`config.mk`:
```
export PLATFORM = sky130hd
export DESIGN_NAME = swc_wb_fabric_slice
export DESIGN_NICKNAME = d
export VERILOG_FILES = /design/src/rtl/swc_wb_fabric_slice_pkg.sv /design/src/rtl/swc_wb_fabric_slice_chan.sv /design/src/rtl/swc_wb_fabric_slice.sv
export SDC_FILE = /design/constraint.sdc
export NUM_CORES = 1
export LEC_CHECK = 0
export ABC_AREA = 0
export CAP_MARGIN = 15
export CELL_PAD_IN_SITES_DETAIL_PLACEMENT = 1
export CELL_PAD_IN_SITES_GLOBAL_PLACEMENT = 2
export CORE_ASPECT_RATIO = 1.4
export CORE_MARGIN = 2
export CORE_UTILIZATION = 31
export DETAILED_ROUTE_END_ITERATION = 16
export PLACE_DENSITY_LB_ADDON = 0.1
export SLEW_MARGIN = 10
export SYNTH_ARGS = -nofsm -noshare
export SYNTH_HDL_FRONTEND = slang
export SYNTH_SLANG_ARGS = --single-unit
```
`constraint.sdc`:
```
create_clock -name clk_i -period 4.84 [get_ports clk_i]
set_input_delay 1.21 -clock clk_i [delete_from_list [all_inputs] [get_ports clk_i]]
set_output_delay 1.21 -clock clk_i [all_outputs]
set_load 0.02 [all_outputs]
```
`src/rtl/swc_wb_fabric_slice_pkg.sv`:
```
// Shared constants, request record and helpers for the Wishbone fabric slice.
package swc_wb_fabric_pkg;

    localparam int c_wb_fabric_data_width = 16;
    localparam int c_wb_fabric_addr_width = 2;
    localparam int c_wb_fabric_sel_width  = 2;

    // One request word as it travels through the skid buffer (default widths).
    typedef struct packed {
        logic [c_wb_fabric_addr_width-1:0] adr;
        logic [c_wb_fabric_data_width-1:0] dat;
        logic [c_wb_fabric_sel_width-1:0]  sel;
        logic                              we;
    } t_wb_req;

    // Outstanding counter must hold the value max_out itself, hence the extra bit.
    function automatic int f_cnt_width(input int max_out);
        return $clog2(max_out) + 1;
    endfunction

endpackage

```
`src/rtl/swc_wb_fabric_slice_chan.sv`:
```
// One fabric channel: 2-entry request skid buffer, outstanding tracking,
// registered response return and cycle-abort flush.
module swc_wb_fabric_slice_chan
    import swc_wb_fabric_pkg::*;
#(
    parameter int g_data_width      = c_wb_fabric_data_width,
    parameter int g_addr_width      = c_wb_fabric_addr_width,
    parameter int g_sel_width       = c_wb_fabric_sel_width,
    parameter int g_max_outstanding = 8
) (
    input  logic                    clk_i,
    input  logic                    rst_i,
    input  logic [g_data_width-1:0] snk_dat_i,
    input  logic [g_addr_width-1:0] snk_adr_i,
    input  logic [g_sel_width-1:0]  snk_sel_i,
    input  logic                    snk_cyc_i,
    input  logic                    snk_stb_i,
    input  logic                    snk_we_i,
    output logic                    snk_stall_o,
    output logic                    snk_ack_o,
    output logic                    snk_err_o,
    output logic                    snk_rty_o,
    output logic [g_data_width-1:0] src_dat_o,
    output logic [g_addr_width-1:0] src_adr_o,
    output logic [g_sel_width-1:0]  src_sel_o,
    output logic                    src_cyc_o,
    output logic                    src_stb_o,
    output logic                    src_we_o,
    input  logic                    src_stall_i,
    input  logic                    src_ack_i,
    input  logic                    src_err_i,
    input  logic                    src_rty_i
);

    localparam int c_cw = f_cnt_width(g_max_outstanding);

    typedef struct packed {
        logic [g_addr_width-1:0] adr;
        logic [g_data_width-1:0] dat;
        logic [g_sel_width-1:0]  sel;
        logic                    we;
    } t_chan_req;

    t_chan_req       r_main, r_skid;
    logic            r_main_vld, r_skid_vld;
    logic [c_cw-1:0] r_cnt;
    logic            r_stall, r_cyc, r_ack, r_err, r_rty;

    t_chan_req       w_in;
    logic            w_acc, w_iss, w_rsp, w_abort, w_cnt_nz;
    logic            w_main_vld_nxt, w_skid_vld_nxt;
    logic [c_cw-1:0] w_cnt_nxt;
    logic [c_cw:0]   w_fill;

    // Handshake decode; an abort is the upstream dropping cyc with work in flight.
    always_comb begin
        w_in.adr = snk_adr_i;
        w_in.dat = snk_dat_i;
        w_in.sel = snk_sel_i;
        w_in.we  = snk_we_i;
        w_cnt_nz = (r_cnt != '0);
        w_acc    = snk_cyc_i & snk_stb_i & ~r_stall;
        w_iss    = r_main_vld & ~src_stall_i;
        w_rsp    = (src_ack_i | src_err_i | src_rty_i) & w_cnt_nz;
        w_abort  = ~snk_cyc_i & (r_main_vld | r_skid_vld | w_cnt_nz);
    end

    // Next occupancy of buffer and counter; stall is derived from these so it can be registered.
    always_comb begin
        w_main_vld_nxt = r_main_vld;
        w_skid_vld_nxt = r_skid_vld;
        w_cnt_nxt      = r_cnt;
        if (w_abort) begin
            w_main_vld_nxt = 1'b0;
            w_skid_vld_nxt = 1'b0;
            w_cnt_nxt      = '0;
        end else begin
            if (w_iss) begin
                w_main_vld_nxt = r_skid_vld | w_acc;
                w_skid_vld_nxt = 1'b0;
            end else if (w_acc) begin
                if (r_main_vld) w_skid_vld_nxt = 1'b1;
                else            w_main_vld_nxt = 1'b1;
            end
            if (w_iss & ~w_rsp)      w_cnt_nxt = r_cnt + (c_cw)'(1);
            else if (~w_iss & w_rsp) w_cnt_nxt = r_cnt - (c_cw)'(1);
        end
        w_fill = (c_cw+1)'(w_cnt_nxt) + (c_cw+1)'(w_main_vld_nxt) + (c_cw+1)'(w_skid_vld_nxt);
    end

    // Payload registers: main loads from skid on promotion, else from the bus; skid only fills behind a held main.
    always_ff @(posedge clk_i) begin
        if (rst_i) begin
            r_main <= '0;
            r_skid <= '0;
        end else begin
            if (w_iss & r_skid_vld)                 r_main <= r_skid;
            else if (w_acc & (w_iss | ~r_main_vld)) r_main <= w_in;
            if (w_acc & r_main_vld & ~w_iss)        r_skid <= w_in;
        end
    end

    // Control state, registered stall/cyc and the one-cycle response return.
    always_ff @(posedge clk_i) begin
        if (rst_i) begin
            r_main_vld <= 1'b0;
            r_skid_vld <= 1'b0;
            r_cnt      <= '0;
            r_stall    <= 1'b0;
            r_cyc      <= 1'b0;
            r_ack      <= 1'b0;
            r_err      <= 1'b0;
            r_rty      <= 1'b0;
        end else begin
            r_main_vld <= w_main_vld_nxt;
            r_skid_vld <= w_skid_vld_nxt;
            r_cnt      <= w_cnt_nxt;
            r_stall    <= w_skid_vld_nxt | (w_fill >= (c_cw+1)'(g_max_outstanding));
            r_cyc      <= ~w_abort & (w_acc | (r_cyc & snk_cyc_i));
            // Responses with nothing outstanding or outside an active cycle are stray and dropped.
            r_ack      <= src_ack_i & snk_cyc_i & w_cnt_nz;
            r_err      <= src_err_i & snk_cyc_i & w_cnt_nz;
            r_rty      <= src_rty_i & snk_cyc_i & w_cnt_nz;
        end
    end

    assign snk_stall_o = r_stall;
    assign snk_ack_o   = r_ack;
    assign snk_err_o   = r_err;
    assign snk_rty_o   = r_rty;
    assign src_cyc_o   = r_cyc;
    assign src_stb_o   = r_main_vld;
    assign src_adr_o   = r_main.adr;
    assign src_dat_o   = r_main.dat;
    assign src_sel_o   = r_main.sel;
    assign src_we_o    = r_main.we;

endmodule

```
`src/rtl/swc_wb_fabric_slice.sv`:
```
// N-channel Wishbone register slice; the top only unpacks flattened buses per channel.
module swc_wb_fabric_slice
    import swc_wb_fabric_pkg::*;
#(
    parameter int g_num_ports       = 11,
    parameter int g_data_width      = c_wb_fabric_data_width,
    parameter int g_addr_width      = c_wb_fabric_addr_width,
    parameter int g_sel_width       = c_wb_fabric_sel_width,
    parameter int g_max_outstanding = 8
) (
    input  logic                                clk_i,
    input  logic                                rst_i,
    input  logic [g_num_ports*g_data_width-1:0] snk_dat_i,
    input  logic [g_num_ports*g_addr_width-1:0] snk_adr_i,
    input  logic [g_num_ports*g_sel_width-1:0]  snk_sel_i,
    input  logic [g_num_ports-1:0]              snk_cyc_i,
    input  logic [g_num_ports-1:0]              snk_stb_i,
    input  logic [g_num_ports-1:0]              snk_we_i,
    output logic [g_num_ports-1:0]              snk_stall_o,
    output logic [g_num_ports-1:0]              snk_ack_o,
    output logic [g_num_ports-1:0]              snk_err_o,
    output logic [g_num_ports-1:0]              snk_rty_o,
    output logic [g_num_ports*g_data_width-1:0] src_dat_o,
    output logic [g_num_ports*g_addr_width-1:0] src_adr_o,
    output logic [g_num_ports*g_sel_width-1:0]  src_sel_o,
    output logic [g_num_ports-1:0]              src_cyc_o,
    output logic [g_num_ports-1:0]              src_stb_o,
    output logic [g_num_ports-1:0]              src_we_o,
    input  logic [g_num_ports-1:0]              src_stall_i,
    input  logic [g_num_ports-1:0]              src_ack_i,
    input  logic [g_num_ports-1:0]              src_err_i,
    input  logic [g_num_ports-1:0]              src_rty_i
);

    for (genvar gi = 0; gi < g_num_ports; gi++) begin : g_chan
        swc_wb_fabric_slice_chan #(
            .g_data_width      (g_data_width),
            .g_addr_width      (g_addr_width),
            .g_sel_width       (g_sel_width),
            .g_max_outstanding (g_max_outstanding)
        ) u_chan (
            .clk_i       (clk_i),
            .rst_i       (rst_i),
            .snk_dat_i   (snk_dat_i[gi*g_data_width +: g_data_width]),
            .snk_adr_i   (snk_adr_i[gi*g_addr_width +: g_addr_width]),
            .snk_sel_i   (snk_sel_i[gi*g_sel_width +: g_sel_width]),
            .snk_cyc_i   (snk_cyc_i[gi]),
            .snk_stb_i   (snk_stb_i[gi]),
            .snk_we_i    (snk_we_i[gi]),
            .snk_stall_o (snk_stall_o[gi]),
            .snk_ack_o   (snk_ack_o[gi]),
            .snk_err_o   (snk_err_o[gi]),
            .snk_rty_o   (snk_rty_o[gi]),
            .src_dat_o   (src_dat_o[gi*g_data_width +: g_data_width]),
            .src_adr_o   (src_adr_o[gi*g_addr_width +: g_addr_width]),
            .src_sel_o   (src_sel_o[gi*g_sel_width +: g_sel_width]),
            .src_cyc_o   (src_cyc_o[gi]),
            .src_stb_o   (src_stb_o[gi]),
            .src_we_o    (src_we_o[gi]),
            .src_stall_i (src_stall_i[gi]),
            .src_ack_i   (src_ack_i[gi]),
            .src_err_i   (src_err_i[gi]),
            .src_rty_i   (src_rty_i[gi])
        );
    end

endmodule

```
---- Word level (Yosys, flattened, before mapping) ----
Index checks and enable logic that the tools add are counted.
storage, ports and cells
  register bits after elaboration ......... 583
  input bits .............................. 299
cells by class
  add/subtract/negate cells ............... 44
  magnitude comparators ................... 11
  mux-type cells .......................... 132
  bitwise logic cells ..................... 374
  reduce and logical (&&, ||, !) cells .... 22
operators by type and width
  kind                                                 number
  2-to-1 mux 21 bit                                    22
  bitwise AND 1 bit                                    209
  2-to-1 mux 4 bit                                     33
  bitwise OR 1 bit                                     88
  2-to-1 mux 1 bit                                     77
  inverter 1 bit                                       77
  adder 4 x 1 -> 5 bit                                 11
  adder 5 x 1 -> 5 bit                                 11
  >= comparator 5 x 4 -> 1 bit, second input constant  11
  adder 4 x 1 -> 4 bit, second input constant          11
  nonzero test 4 bit                                   11
  subtractor 4 x 1 -> 4 bit, second input constant     11
  nonzero test 2 bit                                   11

---- Depth between registers and ports, before layout ----
Gate-level depths: netlist of run 1.
  depth after elaboration ................. 11
  depth in mapped cells ................... 11
  gate-level depth less buffers ........... 11

---- Cells and area by module ----
A second synthesis of run 1 with hierarchy kept.
unflattened totals
  cells, all modules ...................... 3120
  area total of the unflattened synthesis .. 25120.3 um^2
by module, submodules not included
  module                                             times used  cells each  area an instance (um^2)
  swc_wb_fabric_slice_chan at g_chan[10].u_chan ...  8           283         2282.2
  swc_wb_fabric_slice_chan at g_chan[0].u_chan       1           284         2290.9
  swc_wb_fabric_slice_chan at g_chan[5].u_chan       1           287         2285.9
  swc_wb_fabric_slice_chan at g_chan[8].u_chan       1           285         2285.9

---- Worst setup path after synthesis of run 1 ----
No wires, ideal clock.
  path kind ............................... input-to-reg
  start point ............................. in snk_stb_i[1]
  end point ............................... reg g_chan[1].u_chan.r_stall
  library setup time ...................... 86 ps
  arrival ................................. 3188 ps
  data required time ...................... 4754 ps
  setup slack ............................. 1567 ps
  stages .................................. 7
  buffers on the path ..................... 0
  cells stage by stage .................... nor2b_1 a21oi_1 or3b_2 fa_1 or2_2 o311a_1 a211oi_1
between the ends
  cells in the longest elaborated chain, start to end .. 9
  elaborated cells on any way between the ends .. 13
  classes of those cells .................. add/sub (2); order compare (1); mux (6); bitwise (4)
RTL lines
  what                                                         RTL line                                                        source
  start: declaration                                           swc_wb_fabric_slice.sv:17                                       input logic [g_num_ports-1:0] snk_stb_i,
  bitwise AND 1 bit * (2 in a row)                             swc_wb_fabric_slice_chan.sv:62                                  w_acc = snk_cyc_i & snk_stb_i & ~r_stall;
  2-to-1 mux 1 bit / bitwise OR 1 bit (equally long branches)  swc_wb_fabric_slice_chan.sv:81, swc_wb_fabric_slice_chan.sv:79
  2-to-1 mux 1 bit                                             swc_wb_fabric_slice_chan.sv:78                                  if (w_iss) begin
  2-to-1 mux 1 bit                                             swc_wb_fabric_slice_chan.sv:73                                  if (w_abort) begin
  adder 4 x 1 -> 5 bit                                         swc_wb_fabric_slice_chan.sv:88                                  w_fill = (c_cw+1)'(w_cnt_nxt) + (c_cw+1)'(w_main_vld_nxt) + (c_cw+1)'(w_skid_vld_nxt);
  adder 5 x 1 -> 5 bit                                         swc_wb_fabric_slice_chan.sv:88
  >= comparator 5 x 4 -> 1 bit                                 swc_wb_fabric_slice_chan.sv:118                                 r_stall <= w_skid_vld_nxt | (w_fill >= (c_cw+1)'(g_max_outstanding));
  bitwise OR 1 bit *                                           swc_wb_fabric_slice_chan.sv:118
  end signal: assignment                                       swc_wb_fabric_slice_chan.sv:118
  end: declaration                                             swc_wb_fabric_slice_chan.sv:47                                  logic r_stall, r_cyc, r_ack, r_err, r_rty;
Every way passes the cells marked *; elsewhere a longest branch is shown, timed or not.
A chain may end at the register's enable or synchronous reset.

---- Worst setup path after layout of run 1 ----
  start point ............................. in src_ack_i[6]
  end point ............................... reg g_chan[6].u_chan.r_stall
between the ends
  cells in the longest elaborated chain, start to end .. 11
  elaborated cells on any way between the ends .. 13
  classes of those cells .................. add/sub (2); order compare (1); mux (3); bitwise (7)
RTL lines
  what                                                          RTL line                                                        source
  start: declaration                                            swc_wb_fabric_slice.sv:30                                       input logic [g_num_ports-1:0] src_ack_i,
  bitwise OR 1 bit * (2 in a row)                               swc_wb_fabric_slice_chan.sv:64                                  w_rsp = (src_ack_i | src_err_i | src_rty_i) & w_cnt_nz;
  bitwise AND 1 bit *                                           swc_wb_fabric_slice_chan.sv:64
  bitwise AND 1 bit / inverter 1 bit (equally long branches)    swc_wb_fabric_slice_chan.sv:86, swc_wb_fabric_slice_chan.sv:85
  2-to-1 mux 4 bit / bitwise AND 1 bit (equally long branches)  swc_wb_fabric_slice_chan.sv:86, swc_wb_fabric_slice_chan.sv:85
  2-to-1 mux 4 bit *                                            swc_wb_fabric_slice_chan.sv:85                                  if (w_iss & ~w_rsp) w_cnt_nxt = r_cnt + (c_cw)'(1);
  2-to-1 mux 4 bit *                                            swc_wb_fabric_slice_chan.sv:73
  adder 4 x 1 -> 5 bit *                                        swc_wb_fabric_slice_chan.sv:88
  adder 5 x 1 -> 5 bit *                                        swc_wb_fabric_slice_chan.sv:88
  >= comparator 5 x 4 -> 1 bit *                                swc_wb_fabric_slice_chan.sv:118
  bitwise OR 1 bit *                                            swc_wb_fabric_slice_chan.sv:118
  end signal: assignment                                        swc_wb_fabric_slice_chan.sv:118
  end: declaration                                              swc_wb_fabric_slice_chan.sv:47
Marked as above.

==> flow_summary.rst, run 1 <==
.. list-table::
   :header-rows: 1

   * - Metric
     - Value
   * - Number of DRC markers after the initial detailed-route iteration
     - 986
   * - Leakage component of the power
     - approximately 12 nW
   * - Clock tree from TritonCTS
     - done
   * - Die footprint
     - roughly 85000 µm²
   * - Area of the core
     - slightly above 80000 µm²
   * - Largest net degree at the start of global routing
     - around 120
   * - Sum Neg Setup Slack
     - 0 ns
   * - Maxcap violations
     - 0
   * - Gpl congestion
     - between 0.7 and 0.8
   * - Critical path data required time
     - 5.36 ns
   * - Period Utilization, post-route
     - 0.749
   * - Port buffer count
     - 595
   * - WL per Instance
     - 20.1 µm
   * - Vertical die dimension
     - 343 µm
   * - Slew at the pin closest to its max-slew limit
     - 1.10 ns
   * - Count of flip-flops with a built-in enable after synthesis
     - 0
   * - CTS buffer count
     - 61
   * - Cell area after technology mapping
     - between 20000 and 30000 µm²
   * - Result of the run
     - complete, no violations
   * - Worst-case headroom to the max-slew limit
     - 0.266
   * - Shortest clock period the worst path allows after layout
     - roughly 3.6 ns
   * - Clock-pin transition on the worst setup and hold timing paths
     - 0.07 ns
   * - Sequential share of the synthesized area
     - 0.458
   * - Overflow after GRT
     - 0
   * - Setup slack of the critical path after layout
     - 1.22 ns
   * - Total routing resource utilization after global routing
     - 0.218
   * - Clk Tree Root Cell
     - clkbuf_16
   * - Synthesis Warnings
     - 0
   * - Die Wd
     - 246 µm
   * - DPL Wire Length
     - 66.8 mm
   * - Quantity of hold-fixing buffers added after cts
     - 0
   * - Unrepaired setup endpoints after global routing
     - false
   * - CTS H-Tree Depth
     - 2
   * - Via count of the first global-routing pass
     - 25.7k
   * - Worst clock skew
     - 0.00995 ns
   * - Arr. time, crit path
     - 4.14 ns
   * - Largest vdd supply drop
     - approximately 0.29 mV
   * - Post-synthesis async set-or-reset flop share
     - 0
   * - Mean number of vias per cell
     - 5.13
   * - Place WS
     - around 0.59 ns
   * - Number of antenna violations at the first check in global routing
     - 13
   * - Clock sink count
     - 583
   * - Type of the worst min-delay path
     - reg -> reg
   * - Critical path start-end classification
     - in -> reg
   * - Cell count after synthesis
     - approximately 3.2k
   * - Share of layout cells above drive strength 1
     - 0.0557
   * - Total routed wirelength
     - 94.7 mm
   * - Max-slew violation count
     - 0
   * - Post-synth cell types
     - 59
   * - Synthesized Nets
     - 3546
   * - Net count, final
     - 3942
   * - Placement Rows
     - 124
   * - Number of endpoints failing setup at the final stage
     - 0
   * - Number of failing hold endpoints at the final stage
     - 0
   * - Post-cts gate resize count
     - 0
   * - Starting density of the core
     - 0.312
   * - Number of antenna-violating nets in the routed design
     - 0
   * - Capturing element type of the critical path
     - flop
   * - Maximum net fanout on the critical path
     - 4
   * - Commonest register cell after synthesis
     - dfxtp_1
   * - Mean area per synthesized cell
     - 7.96 µm²
   * - DRT Pass-1 Iters
     - 5
   * - Synthesis-to-layout area growth
     - 32.9%
   * - Number of DRC violations after detailed routing
     - 0
   * - Global-route wire length before repair
     - 147 mm
   * - DR vias
     - 24.2k
   * - Synthesis-stage register bit count
     - 583
   * - Skew-Pair Late Insertion Delay
     - 0.64 ns
   * - Total power divided by cell area
     - about 470 nW/µm²
   * - Count of boundary I/O pins
     - 596
   * - Critical path launch point type
     - input port
   * - Fmax
     - 0.276 GHz
   * - Bufs on Longest Clock Path
     - 3
   * - Number of post-CTS setup repair buffers
     - 0
synthesized netlist by cell type (all sizes together), types with 9 or more instances:
master  instances  area share
nor3b          20      0.0090
dfxtp         583        0.46
nand4          13      0.0032
a21boi          9      0.0027
nand3         239       0.047
fa             11      0.0086
inv            46      0.0068
or3             9      0.0022
nor3           41      0.0096
nand2b         28      0.0072
xnor2          29       0.010
mux2i          11      0.0043
o21a           14      0.0041
clkbuf        220       0.032
o21ai          23      0.0045
nor2b          23      0.0059
a211oi         19      0.0056
a311oi        236       0.081
buf            98       0.027
nor2          356       0.053
ha             34       0.017
a21oi         253       0.050
nand2         750        0.11
o311a           9      0.0035
and2           39      0.0096
a21o            9      0.0027
report_power, final:
| group | switching, mW | total (mW) | internal, mW | leakage (nW) |
|---|---|---|---|---|
| Combinational | 2.90 | 5.14 | 2.24 | 6.28 |
| Clock | 2.04 | 4.92 | 2.89 | 1.01 |
| Sequential | 0.493 | 5.82 | 5.32 | 4.75 |
cells by family (layout without fill, tap and decap cells):
logic type	count (synthesis)	count (layout)	synth area share
compound gates	607	607	0.166
xor+xnor	36	36	0.0124
fa+ha+maj	51	51	0.0277
buf+inv	364	807	0.0660
flops	583	583	0.458
mux	11	11	0.00432
other cells	0	5	0
simple gates	1550	1550	0.266
worst paths after layout:
check / from / to / slack [ns] / cells past startpoint
worst max-delay path: src_ack_i[6] / g_chan[6].u_chan.snk_stall_o$_SDFF_PP0_ / 1.22 / 9
worst min-delay path: g_chan[8].u_chan.r_skid[12]$_SDFFE_PP0P_ / g_chan[8].u_chan.r_skid[12]$_SDFFE_PP0P_ / 0.45 / 2
worst max register to register: g_chan[6].u_chan.r_cnt[1]$_SDFF_PP0_ / g_chan[6].u_chan.snk_stall_o$_SDFF_PP0_ / 1.86 / 10
worst min register to register: g_chan[8].u_chan.r_skid[12]$_SDFFE_PP0P_ / g_chan[8].u_chan.r_skid[12]$_SDFFE_PP0P_ / 0.45 / 2
cells in the final DEF, fill, tap and decap left out, types with 34 or more instances in the layout:
master           count
inv_1               46
and2_1              39
clkbuf_16           61
ha_1                34
nand2_1            750
nor2_1             351
buf_4               51
nand3_1            239
clkdlybuf4s50_1    594
a311oi_1           236
a21oi_1            250
dfxtp_1            583
layer usage:
metal / GRT usage / vias to the layer above / wire, µm / part of all wire
met2: 0.391 / 547 / 47500 / 0.50
li1: - / 11702 / - / -
met5: 0 / - / 122 / 0.0013
met4: 0.0668 / 18 / 2550 / 0.027
met3: 0.0490 / 145 / 5690 / 0.060
met1: 0.257 / 11811 / 38800 / 0.41
cell type report:
class | instances | area [µm²]
clock inverters | 24 | 335
clock buffers | 86 | 1720
fillers | 9662 | 47700
diodes | 5 | 12.5
flip-flops and latches | 583 | 11700
multi-input cells | 2255 | 12200
inverters | 46 | 173
repair buffers | 651 | 6430
well taps | 1071 | 1340
metrics by stage:
stage	cells	cell area, µm²	hold WS (ns)	utilization	power [mW]
2_1_floorplan	3202	25500	0.437	-	9.25
3_3_place_gp	4604	31800	0.441	0.389	10.8
3_5_place_dp	4604	31800	0.448	0.389	11.1
4_1_cts	4714	33800	0.458	0.415	16.1
5_1_grt	4720	33900	0.467	0.415	16.9
6_report	4721	33900	0.455	0.415	15.9
registers in the layout, indices dropped and copies added (netlist names):
signal / cells
g_chan.u_chan.src_cyc_o: 11
g_chan.u_chan.src_sel_o: 22
g_chan.u_chan.src_we_o: 11
g_chan.u_chan.r_skid_vld: 11
g_chan.u_chan.r_cnt: 44
g_chan.u_chan.snk_stall_o: 11
g_chan.u_chan.r_skid: 231
g_chan.u_chan.src_stb_o: 11
g_chan.u_chan.src_dat_o: 176
g_chan.u_chan.snk_err_o: 11
g_chan.u_chan.snk_ack_o: 11
g_chan.u_chan.src_adr_o: 22
g_chan.u_chan.snk_rty_o: 11
critical path, cell delays in order:
cell             delay [ns]
clkdlybuf4s50_1        0.44
nor3_1                 0.60
nor2_1                 0.22
xnor2_1                0.21
nand2b_1               0.11
fa_1                   0.45
or2_2                  0.32
o311a_1                0.29
a311oi_1               0.29
Note: power is estimated with default switching activity, not from simulation.
==> inputs of run 2 (changes only) <==
--- a/config.mk
+++ b/config.mk
@@ -11,7 +11,7 @@
 export CELL_PAD_IN_SITES_GLOBAL_PLACEMENT = 2
 export CORE_ASPECT_RATIO = 1.4
 export CORE_MARGIN = 2
-export CORE_UTILIZATION = 31
+export CORE_UTILIZATION = 26
 export DETAILED_ROUTE_END_ITERATION = 16
 export PLACE_DENSITY_LB_ADDON = 0.1
 export SLEW_MARGIN = 10
==> constraint.sdc (replaced) <==
create_clock -name clk_i -period 3.16 [get_ports clk_i]
set_input_delay 0.79 -clock clk_i [delete_from_list [all_inputs] [get_ports clk_i]]
set_output_delay 0.79 -clock clk_i [all_outputs]
set_load 0.02 [all_outputs]
==> run 2 against run 1 <==
Against the previous run: final cell count is 7.8% higher; combinational power is 63% higher; largest power group unchanged; highest routed layer unchanged; worst hold slack worse by 0.0011 ns.
==> flow_summary.rst, run 2 (synthesis results as in run 1) <==
.. list-table::
   :header-rows: 1

   * - Metric
     - Value
   * - Vertical die dimension
     - approximately 370 µm
   * - Net count, final
     - 4074
   * - Clock tree from TritonCTS
     - done
   * - Cell area after layout
     - 35400 µm²
   * - Fmax
     - 0.351 GHz
   * - Number of failing hold endpoints at the final stage
     - 0
   * - Count of boundary I/O pins
     - about 600
   * - Placed cells
     - 4961
   * - Number of antenna-violating nets in the routed design
     - 0
   * - Starting density of the core
     - 0.263
   * - Critical path data required time
     - 3.69 ns
   * - DPL Wire Length
     - 68.9 mm
   * - Post-Layout Cell Count
     - just over 5k
   * - Die footprint
     - 101000 µm²
   * - Number of DRC violations after detailed routing
     - 0
   * - DRT Pass-1 Iters
     - 5
   * - Slew at the pin closest to its max-slew limit
     - approximately 0.84 ns
   * - Via count of the first global-routing pass
     - 26.2k
   * - Register ranked first by flip-flop count
     - g_chan.u_chan.r_skid
   * - Commonest non-fill, non-tap cell in the layout
     - nand2_1
   * - Largest net degree at the start of global routing
     - between 90 and 100
   * - Arr. time, crit path
     - 3.38 ns
   * - Fraction of the core area covered by cells at the end of the flow
     - 0.366
   * - Capturing element type of the critical path
     - flop
   * - Setup slack of the critical path after layout
     - 0.315 ns
   * - Result of the run
     - complete, no violations
   * - WL per Instance
     - between 15 and 20 µm
   * - Critical path start-end classification
     - in -> reg
   * - Maximum net fanout on the critical path
     - 2
   * - Total routed wirelength
     - 96.7 mm
   * - Synthesis-to-layout area growth
     - 39.1%
   * - Largest vdd supply drop
     - 0.394 mV
   * - CTS H-Tree Depth
     - 3
   * - Total routing resource utilization after global routing
     - 0.188
   * - Maxcap violations
     - 0
   * - Global-route wire length before repair
     - ~150 mm
   * - Max-slew violation count
     - 0
   * - Period Utilization, post-route
     - 0.900
   * - Clock sink count
     - 583
   * - Unrepaired setup endpoints after global routing
     - false
   * - Largest register FFs
     - 231
   * - Placement Rows
     - 135
   * - Sum Neg Setup Slack
     - 0 ns
   * - Gpl congestion
     - between 0.7 and 0.8
   * - Skew-Pair Late Insertion Delay
     - 0.63 ns
   * - Mean number of vias per cell
     - 4.85
   * - Overflow after GRT
     - 0
   * - Shortest clock period the worst path allows after layout
     - 2.85 ns
   * - Highest-count cells in the layout ignoring fill and taps
     - nand2_1, clkdlybuf4s50_1, dfxtp_1, nor2_1, a21oi_1
   * - CTS buffer count
     - 68
   * - Leakage component of the power
     - 12.8 nW
   * - Place WS
     - -0.419 ns
   * - Fin Hold WS
     - 0.454 ns
   * - Clk Tree Root Cell
     - clkbuf_16
   * - Type of the worst min-delay path
     - reg -> reg
   * - Total chip power
     - 25.5 mW
   * - Number of DRC markers after the initial detailed-route iteration
     - 1005
   * - Worst-case headroom to the max-slew limit
     - 0.442
   * - Share of layout cells above drive strength 1
     - 0.0894
   * - Number of endpoints failing setup at the final stage
     - 0
   * - Critical path launch point type
     - input port
   * - Quantity of hold-fixing buffers added after cts
     - 0
   * - Number of fill cells
     - between 10k and 15k
   * - Post-cts gate resize count
     - 0
   * - Clock-pin transition on the worst setup and hold timing paths
     - 0.06 ns
   * - Area of the core
     - 97000 µm²
   * - Total power divided by cell area
     - 719 nW/µm²
   * - Bufs on Longest Clock Path
     - 3
   * - Port buffer count
     - 595
   * - Die Wd
     - 269 µm
   * - Placed Area
     - ~33000 µm²
   * - Worst clock skew
     - 0.0180 ns
   * - DR vias
     - 24.7k
   * - Number of antenna violations at the first check in global routing
     - 27
   * - Number of post-CTS setup repair buffers
     - 0
[run 2: cell types whose count changed in the layout (fill, tap and decap cells not counted), sizes merged]
cell      previous run  this run
clkbuf              86        98
inv                 48        47
buf                 57       182
bufinv               8         6
clkinv              11        14
clkinvlp             3         1
diode                5         9
[run 2: worst paths after layout]
check / from / endpoint / slack (ns) / cells after the start
worst max-delay path: src_err_i[6] / g_chan[6].u_chan.snk_stall_o$_SDFF_PP0_ / 0.31 / 9
worst min-delay path: g_chan[10].u_chan.r_skid[15]$_SDFFE_PP0P_ / g_chan[10].u_chan.r_skid[15]$_SDFFE_PP0P_ / 0.45 / 2
worst max register to register: g_chan[6].u_chan.r_cnt[0]$_SDFF_PP0_ / g_chan[6].u_chan.snk_stall_o$_SDFF_PP0_ / 0.34 / 10
worst min register to register: g_chan[10].u_chan.r_skid[15]$_SDFFE_PP0P_ / g_chan[10].u_chan.r_skid[15]$_SDFFE_PP0P_ / 0.45 / 2
[run 2: cell type report]
| type | count | area (µm²) | share of cell area |
|---|---|---|---|
| clock inverters | 22 | 304 | 0.00858 |
| repair buffers | 776 | 7470 | 0.211 |
| flip-flops and latches | 583 | 11700 | 0.329 |
| clock buffers | 98 | 2000 | 0.0563 |
| multi-input cells | 2255 | 12200 | 0.344 |
| inverters | 46 | 173 | 0.00487 |
| diodes | 9 | 22.5 | 0.000635 |
| well taps | 1301 | 1630 | 0.0459 |
[run 2: critical path: stages]
cell and delay [ns]:
clkdlybuf4s50_1 0.42, nor3_1 0.46, nor2_1 0.13, xnor2_1 0.18, nand2b_1 0.12, fa_1 0.44, or2_2 0.32, o311a_1 0.29
a311oi_1 0.23
[run 2: power breakdown]
| group | switching [mW] | total (mW) | internal [mW] |
|---|---|---|---|
| registers | 0.731 | 8.88 | 8.15 |
| clock network | 3.34 | 8.23 | 4.89 |
| logic | 4.47 | 8.38 | 3.91 |
| total | 8.54 | 25.5 | 17.0 |
[run 2: metal layers]
metal,vias to the layer above,track usage,part of all wire
met5,-,0,0.0023
met4,32,0.0648,0.024
met3,136,0.0544,0.069
met2,497,0.326,0.49
met1,12017,0.219,0.41
li1,11996,-,-
